### config.mk
export PLATFORM = sky130hd
export DESIGN_NAME = occupancy_tracker
export DESIGN_NICKNAME = d
export VERILOG_FILES = /design/src/rtl/occupancy_pkg.sv /design/src/rtl/lane_dir_fsm.sv /design/src/rtl/occupancy_tracker.sv
export SDC_FILE = /design/constraint.sdc
export NUM_CORES = 1
export LEC_CHECK = 0
export CORE_ASPECT_RATIO = 1.2
export CORE_MARGIN = 4
export CORE_UTILIZATION = 55
export CTS_CLUSTER_SIZE = 28
export DETAILED_ROUTE_END_ITERATION = 12
export PLACE_DENSITY = 0.77
export SLEW_MARGIN = 20
export SYNTH_ARGS = -nofsm -noshare
export SYNTH_HDL_FRONTEND = slang
export SYNTH_SLANG_ARGS = --single-unit
### constraint.sdc
create_clock -name clk -period 4.2 [get_ports clk]
set_input_delay 0.84 -clock clk [delete_from_list [all_inputs] [get_ports clk]]
set_output_delay 0.84 -clock clk [all_outputs]
set_load 0.01 [all_outputs]
### src/rtl/occupancy_pkg.sv
// occupancy_pkg: lane FSM state type and debounced {A,B} sensor patterns
package occupancy_pkg;
  typedef enum logic [2:0] {IDLE, IN_A, IN_AB, IN_B, OUT_B, OUT_AB, OUT_A, FAULT} lane_state_t;
  localparam logic [1:0] PAT_NONE = 2'b00;
  localparam logic [1:0] PAT_A    = 2'b10;
  localparam logic [1:0] PAT_B    = 2'b01;
  localparam logic [1:0] PAT_AB   = 2'b11;
endpackage

### src/rtl/lane_dir_fsm.sv
// lane_dir_fsm: synchronise, debounce and decode one lane's beam pair into entry/exit/fault pulses
module lane_dir_fsm
  import occupancy_pkg::*;
#(
  parameter int DEBOUNCE = 2
) (
  input  logic clk,
  input  logic reset,
  input  logic sensor_a,
  input  logic sensor_b,
  output logic entered,
  output logic exited,
  output logic fault
);
  localparam int CW = $clog2(DEBOUNCE + 1);
  logic [1:0] s1, s2;
  logic deb [2];
  logic [CW-1:0] cnt [2];
  logic [1:0] pat;
  lane_state_t state, state_nx;
  logic ent_nx, ext_nx, flt_nx;
  always_ff @(posedge clk or negedge reset)
    if (!reset) begin
      s1 <= '0;
      s2 <= '0;
    end else begin
      s1 <= {sensor_a, sensor_b};
      s2 <= s1;
    end
  for (genvar i = 0; i < 2; i++) begin : g_deb
    always_ff @(posedge clk or negedge reset)
      if (!reset) begin
        cnt[i] <= '0;
        deb[i] <= 1'b0;
      end else if (s2[i] == deb[i]) begin
        cnt[i] <= '0;
      end else if (cnt[i] == CW'(DEBOUNCE - 1)) begin
        deb[i] <= s2[i];
        cnt[i] <= '0;
      end else begin
        cnt[i] <= cnt[i] + 1'b1;
      end
  end
  assign pat = {deb[1], deb[0]};
  // Each state: own pattern holds, previous pattern steps back, next pattern advances, anything else faults
  always_comb begin
    state_nx = state;
    case (state)
      IDLE:    state_nx = pat == PAT_A ? IN_A : pat == PAT_B ? OUT_B : pat == PAT_AB ? FAULT : IDLE;
      IN_A:    state_nx = pat == PAT_NONE ? IDLE : pat == PAT_AB ? IN_AB : pat == PAT_B ? FAULT : IN_A;
      IN_AB:   state_nx = pat == PAT_A ? IN_A : pat == PAT_B ? IN_B : pat == PAT_NONE ? FAULT : IN_AB;
      IN_B:    state_nx = pat == PAT_AB ? IN_AB : pat == PAT_NONE ? IDLE : pat == PAT_A ? FAULT : IN_B;
      OUT_B:   state_nx = pat == PAT_NONE ? IDLE : pat == PAT_AB ? OUT_AB : pat == PAT_A ? FAULT : OUT_B;
      OUT_AB:  state_nx = pat == PAT_B ? OUT_B : pat == PAT_A ? OUT_A : pat == PAT_NONE ? FAULT : OUT_AB;
      OUT_A:   state_nx = pat == PAT_AB ? OUT_AB : pat == PAT_NONE ? IDLE : pat == PAT_B ? FAULT : OUT_A;
      FAULT:   state_nx = pat == PAT_NONE ? IDLE : FAULT;
      default: state_nx = IDLE;
    endcase
    ent_nx = state == IN_B && pat == PAT_NONE;
    ext_nx = state == OUT_A && pat == PAT_NONE;
    flt_nx = state != FAULT && state_nx == FAULT;
  end
  always_ff @(posedge clk or negedge reset)
    if (!reset) begin
      state   <= IDLE;
      entered <= 1'b0;
      exited  <= 1'b0;
      fault   <= 1'b0;
    end else begin
      state   <= state_nx;
      entered <= ent_nx;
      exited  <= ext_nx;
      fault   <= flt_nx;
    end
endmodule

### src/rtl/occupancy_tracker.sv
// occupancy_tracker: multi-lane entry/exit tracker with saturating shared occupancy counter
module occupancy_tracker
  import occupancy_pkg::*;
#(
  parameter int N_LANES  = 2,
  parameter int CNT_W    = 8,
  parameter int CAPACITY = 200,
  parameter int DEBOUNCE = 2
) (
  input  logic               clk,
  input  logic               reset,
  input  logic [N_LANES-1:0] sensor_a,
  input  logic [N_LANES-1:0] sensor_b,
  input  logic               clear,
  output logic [N_LANES-1:0] entered,
  output logic [N_LANES-1:0] exited,
  output logic [N_LANES-1:0] lane_fault,
  output logic [CNT_W-1:0]   occupancy,
  output logic               full,
  output logic               empty,
  output logic               overflow_err,
  output logic               underflow_err
);
  localparam logic signed [CNT_W+1:0] CAP_S = (CNT_W + 2)'(CAPACITY);
  logic signed [CNT_W+1:0] nxt;
  logic over, under;
  for (genvar g = 0; g < N_LANES; g++) begin : g_lane
    lane_dir_fsm #(.DEBOUNCE(DEBOUNCE)) u_lane (
      .clk      (clk),
      .reset    (reset),
      .sensor_a (sensor_a[g]),
      .sensor_b (sensor_b[g]),
      .entered  (entered[g]),
      .exited   (exited[g]),
      .fault    (lane_fault[g])
    );
  end
  // Two extra bits give headroom for the sign and for summing every lane in one cycle
  always_comb begin
    nxt = {2'b00, occupancy};
    for (int i = 0; i < N_LANES; i++)
      nxt = nxt + (CNT_W + 2)'(entered[i]) - (CNT_W + 2)'(exited[i]);
    under = nxt[CNT_W+1];
    over  = !under && nxt > CAP_S;
  end
  always_ff @(posedge clk or negedge reset)
    if (!reset) begin
      occupancy     <= '0;
      overflow_err  <= 1'b0;
      underflow_err <= 1'b0;
    end else if (clear) begin
      occupancy     <= '0;
      overflow_err  <= 1'b0;
      underflow_err <= 1'b0;
    end else begin
      occupancy     <= under ? '0 : over ? CAP_S[CNT_W-1:0] : nxt[CNT_W-1:0];
      overflow_err  <= overflow_err | over;
      underflow_err <= underflow_err | under;
    end
  assign full  = occupancy == CAP_S[CNT_W-1:0];
  assign empty = occupancy == '0;
endmodule
[Word-level counts from Yosys, hierarchy flattened]
Index checks and enable logic that the tools add are counted.
Word-level totals
  logic and storage cells: 147
  memories: 0
  memory bits (writable): 0
  latch bits: 0
  output and inout bits: 18
  bits in registers: 42
  ROM bits: 0
Operators by class
  shift-type cells: 0
  reductions and logical operators: 17
  magnitude comparators: 1
  bitwise logic cells: 6
  multiply operators: 0
  equality and inequality tests: 33
  add/sub/neg operators: 8
  divide/modulo/power cells: 0
  mux-type cells: 59
Operators with widths (count)
  3-bit two-way mux: 38
  3-bit one-hot mux with 8 select lines: 2
  3-bit equality test, second input constant: 10
  2-bit two-way mux: 12
  8-bit two-way mux: 3
  2-bit by 1-bit equality test with 1-bit output, second input constant: 6
  3-bit by 2-bit equality test with 1-bit output, second input constant: 4
  10-bit by 1-bit adder with 10-bit output: 1
  10-bit by 9-bit greater-than comparator with 1-bit output, second input constant: 1
  10-bit by 1-bit subtractor with 10-bit output: 1
  9-bit by 1-bit subtractor with 10-bit output: 1
  8-bit by 1-bit adder with 9-bit output: 1
  2-bit by 1-bit adder with 2-bit output, second input constant: 4
  2-bit equality test, second input constant: 4
  8-bit equality test, second input constant: 1
  8-bit zero test: 1
  2-bit AND reduction: 4
  1-bit logical AND: 7
  3-bit by 1-bit equality test with 1-bit output, second input constant: 2
  3-bit zero test: 2
  3-bit inequality test, second input constant: 2
  1-bit equality test: 4
  2-bit zero test: 2
  1-bit two-way mux: 4
  3 further kinds: 7

[Longest topological paths before layout]
  depth after elaboration: 9
  depth in mapped cells: 12
  depth with buffers taken out: 12

[Modules after synthesis]
From an unflattened synthesis, not the netlist that was laid out.
Unflattened totals
  cells, all modules: 253
  area total of the unflattened synthesis: 2581.2 um^2
By module, submodules not included
  lane_dir_fsm: instances 2, cells an instance 77, area each 825.8 um^2
  occupancy_tracker: instances 1, cells an instance 99, area each 929.6 um^2

[Least setup slack after synthesis]
Ideal clock, no wire load.
  path kind: reg2reg
  start point: reg g_lane[0].u_lane.exited
  end point: reg overflow_err
  setup slack: 1339 ps
  setup time: 126 ps
  cell stages (with the launch flop): 13
  path buffers: 0
  data arrival time: 2735 ps
  clock period less this slack: 2861 ps
  path through: dfrtp_1 -> inv_1 -> fa_1 -> inv_1 -> fa_1 -> inv_1 -> ha_1 -> fa_1 -> nor2b_1 -> o2111ai_1 -> and3_1 -> nor3_4 -> a221o_1
Between the ends
  cells in the longest elaborated chain, start to end: 7
Ends and longest elaborated chain
  start, declared: RTL line lane_dir_fsm.sv:12  | output logic exited,
  start signal, assigned: RTL line lane_dir_fsm.sv:72  | exited <= ext_nx;
  9-bit by 1-bit subtractor with 10-bit output *: RTL line occupancy_tracker.sv:42  | nxt = nxt + (CNT_W + 2)'(entered[i]) - (CNT_W + 2)'(exited[i]);
  10-bit by 1-bit adder with 10-bit output *: RTL line occupancy_tracker.sv:42
  10-bit by 1-bit subtractor with 10-bit output *: RTL line occupancy_tracker.sv:42
  10-bit by 9-bit greater-than comparator with 1-bit output or 1-bit zero test (tied branches): RTL line occupancy_tracker.sv:44  | over = !under && nxt > CAP_S;
  1-bit logical AND *: RTL line occupancy_tracker.sv:44
  1-bit bitwise OR *: RTL line occupancy_tracker.sv:57  | overflow_err <= overflow_err | over;
  1-bit two-way mux *: RTL line occupancy_tracker.sv:51  | end else if (clear) begin
  end signal, assigned: RTL line occupancy_tracker.sv:57
  end, declared: RTL line occupancy_tracker.sv:21  | output logic overflow_err,
Mark *: on every way between the ends. The rest lies on a longest branch, timed or not.
A chain may end at the register's enable or synchronous reset.

[Final worst setup path]
Ends and elaborated chain as after synthesis.

==> results_tabular.tex <==
\begin{tabular}{lr}
\hline
Metric & Value \\
\hline
\multicolumn{2}{l}{\textbf{Floorplan}} \\
\quad Die ar. & 5970 um\^{}2 \\
\quad Starting density of the core & 56.9\% \\
\quad Placement Rows & 27 \\
\quad Chip width & 71.2 um \\
\quad Die Y-Extent & 83.8 um \\
\quad Area of the placeable core & 4630 um\^{}2 \\
\quad Number of ports placed on the die boundary & 25 \\
\multicolumn{2}{l}{\textbf{Worst setup path}} \\
\quad CP Buf/Inv Count & 3 \\
\quad Startpoint class of the critical path & flop \\
\quad Cells along the critical path & inv\_1 > fa\_1 > inv\_1 > fa\_1 > inv\_1 > ha\_1 > fa\_1 > nor2b\_1 > o2111ai\_1 > a21oi\_1 > nor3\_4 > a221o\_1 \\
\quad Required time reported for the critical path endpoint & 4.38 ns \\
\quad Worst path max stage delay & 0.53 ns \\
\quad Dominant delay contributor by cell family on the critical path & adder cells \\
\quad Max stage delay cell, worst path & fa\_1 \\
\quad Crit. End Element & flop \\
\quad Maximum fanout along the worst path & 7 \\
\quad WS Path Type & flop to flop \\
\quad Worst path arrival time & 3.30 ns \\
\multicolumn{2}{l}{\textbf{Global routing}} \\
\quad Via count of the first global-routing pass & 1837 \\
\quad Largest net degree at the start of global routing & 43 \\
\quad Total Routing Usage GR & 16.8\% \\
\quad Antenna violations before repair & 0 \\
\quad Total congestion overflow after global routing & 0 \\
\quad Global-route wire length before repair & 8.15 mm \\
\multicolumn{2}{l}{\textbf{Placed design}} \\
\quad Placed wire-length estimate after detailed placement & 3.43 mm \\
\quad Buffers added on ports & 24 \\
\quad Cell Count Post-Placement & 328 \\
\quad Placed instance area & 2870 um\^{}2 \\
\quad Routability cong. & 0.822 \\
\multicolumn{2}{l}{\textbf{STA}} \\
\quad Time the worst path needs with I/O delays and setup & 3.12 ns \\
\quad Unrepaired setup endpoints after global routing & no \\
\quad Final Hold Vio Count & 0 \\
\quad Setup-violating endpoint count in the final report & 0 \\
\quad Share of the clock period used by the worst path & 74.3\% \\
\quad Timing-limited maximum frequency & 0.320 GHz \\
\quad Worst slew slack as a fraction of its limit & 41.2\% \\
\quad Aggregate negative setup slack & 0 ns \\
\quad Max-slew violations & 0 \\
\quad Minimum hold slack & 0.354 ns \\
\quad Final worst clock skew & 0.00941 ns \\
\quad Worst-margin pin slew & 0.881 ns \\
\multicolumn{2}{l}{\textbf{Layout}} \\
\quad Non-Filler Instances & 336 \\
\quad Area overhead of the layout relative to synthesis & 12.6\% \\
\quad Commonest cells after routing, fill and taps aside & dfrtp\_1 (42), inv\_1 (34), ha\_1 (30), clkdlybuf4s50\_1 (23), nor2\_1 (15) \\
\quad Fraction of layout instances using a drive strength above 1 & 9.71\% \\
\quad Layout Cell Area excl Fill & 2970 um\^{}2 \\
\quad Count of nets after finishing & 317 \\
\quad Commonest non-fill, non-tap cell in the layout & dfrtp\_1 \\
\quad Count of antenna diodes in the layout & 0 \\
\multicolumn{2}{l}{\textbf{Clock network}} \\
\quad Total setup buffers inserted after CTS & 0 \\
\quad Clock transition at the register clock pins on the worst setup and hold paths after CTS & 0.08 ns \\
\quad CTS H-tree lvls & 2 \\
\quad TritonCTS buffer count & 5 \\
\quad Quantity of hold-fixing buffers added after cts & 0 \\
\quad CTS Root Buffer Type & clkbuf\_8 \\
\quad Post-cts gate resize count & 0 \\
\quad Number of buffers on the longest clock path & 2 \\
\quad Clock latency at the later pin of the worst-skew pair & 0.29 ns \\
\quad CTS Sinks & 42 \\
\quad TritonCTS clock tree & done \\
\multicolumn{2}{l}{\textbf{Detailed routing}} \\
\quad Antenna violation net count after detailed routing & 0 \\
\quad Via count normalized by instance count & 5.56 \\
\quad Via count & 1867 \\
\quad Detailed-route DRC error count & 0 \\
\quad Initial DRC Count & 78 \\
\quad 1st-pass router iterations & 4 \\
\quad Detailed-route wire length per cell & 13.2 um \\
\quad Detailed Route WL & 4.45 mm \\
\multicolumn{2}{l}{\textbf{Synth}} \\
\quad Mean area per synthesized cell & 10.2 um\^{}2 \\
\quad Number of synthesis warnings & 0 \\
\quad Post-synthesis instance area & 2640 um\^{}2 \\
\quad Post-synth ARST share & 100\% \\
\quad Sequential cell area fraction in the yosys report & 39.9\% \\
\quad Most used flip-flop cell after synthesis & dfrtp\_1 \\
\quad Mapped Cells & 258 \\
\quad Number of nets in the synthesized netlist & 298 \\
\quad Flip-flop and latch count after synthesis & 42 \\
\quad Post-synth EDFFs & 0 \\
\quad Yosys cell types & 48 \\
\multicolumn{2}{l}{\textbf{Flow run}} \\
\quad Number of maximum-capacitance violations & 0 \\
\multicolumn{2}{l}{\textbf{Worst hold path}} \\
\quad Tightest Hold Check Type & flop to flop \\
\multicolumn{2}{l}{\textbf{Run status}} \\
\quad Status & finished clean \\
\hline
\end{tabular}
-- kinds of logic after synthesis --
| group | after synthesis | synth area share [%] |
|---|---|---|
| adders and majority gates | 33 | 16.5 |
| and+or+nand+nor | 68 | 14.6 |
| muxes | 7 | 4.18 |
| xor gates and xnor gates | 9 | 2.99 |
| AOI/OAI and AO/OA | 53 | 14.3 |
| buffers and inverters | 46 | 7.50 |
| DFF | 42 | 39.9 |
-- worst paths after layout --
path / startpoint / end / slack, ns / cells after the start
max: g_lane[0].u_lane.exited$_DFF_PN0_ / overflow_err$_DFF_PN0_ / 1.08 / 12
min: g_lane[1].u_lane.s1[0]$_DFF_PN0_ / g_lane[1].u_lane.s2[0]$_DFF_PN0_ / 0.35 / 0
max reg2reg: g_lane[0].u_lane.exited$_DFF_PN0_ / overflow_err$_DFF_PN0_ / 1.08 / 12
min reg2reg: g_lane[1].u_lane.s1[0]$_DFF_PN0_ / g_lane[1].u_lane.s2[0]$_DFF_PN0_ / 0.35 / 0
max in group asynchronous: reset / g_lane[1].u_lane.cnt[3]$_DFF_PN0_ / 2.99 / 1
min in group asynchronous: reset / g_lane[0].u_lane.cnt[2]$_DFF_PN0_ / 0.66 / 1
-- cells in the mapped netlist (4+ instances only) --
cell type	n	share of area [%]
a21oi_1	13	2.5
a31o_2	5	1.7
buf_4	6	1.7
inv_1	34	4.8
and3_1	4	0.95
xnor2_1	7	2.3
o211ai_1	4	1.1
nor2_1	15	2.1
a211oi_1	5	1.4
nor2b_1	5	1.2
ha_1	30	14
a31oi_1	6	1.4
nor3_1	9	1.7
nand2_1	7	1.0
nor3b_1	6	1.7
o21ai_0	4	0.76
clkbuf_1	4	0.57
dfrtp_1	42	40
nand2b_1	6	1.4
-- per-layer routing --
layer	routed length (um)	track usage, %	part of all wire [%]
met2	2210	27.4	50
met1	1970	21.5	44
met3	188	3.86	4.2
met5	0	0	0
met4	87	5.81	2.0
-- layout make-up --
class | count | area (um^2)
Inverter | 34 | 128
Timing Repair Buffer | 24 | 235
Sequential cell | 42 | 1050
Multi-Input combinational cell | 170 | 1390
Tap cell | 58 | 72.6
Clock buffer | 5 | 68.8
Fill cell | 388 | 1660
Clock inverter | 3 | 25.0
-- state kept, by name (all words and copies together), names as in the netlist --
signal and flops:
g_lane.u_lane.state 6, g_lane.u_lane.deb 4, g_lane.u_lane.exited 2, g_lane.u_lane.s2 4
g_lane.u_lane.cnt 8, overflow_err 1, g_lane.u_lane.entered 2, g_lane.u_lane.fault 2
underflow_err 1, occupancy 8, g_lane.u_lane.s1 4
-- through the flow --
stage	setup WS, ns	utilization, %
final	1.08	64.1
after global routing	0.803	64.1
after CTS	1.10	64.1
after detailed placement	1.12	62.1
after global placement	1.19	62.1
after floorplan	1.34	-
Power is left out: the tool's default activity adds up to more than one toggle a clock period on the data nets, which glitch-free logic cannot reach.
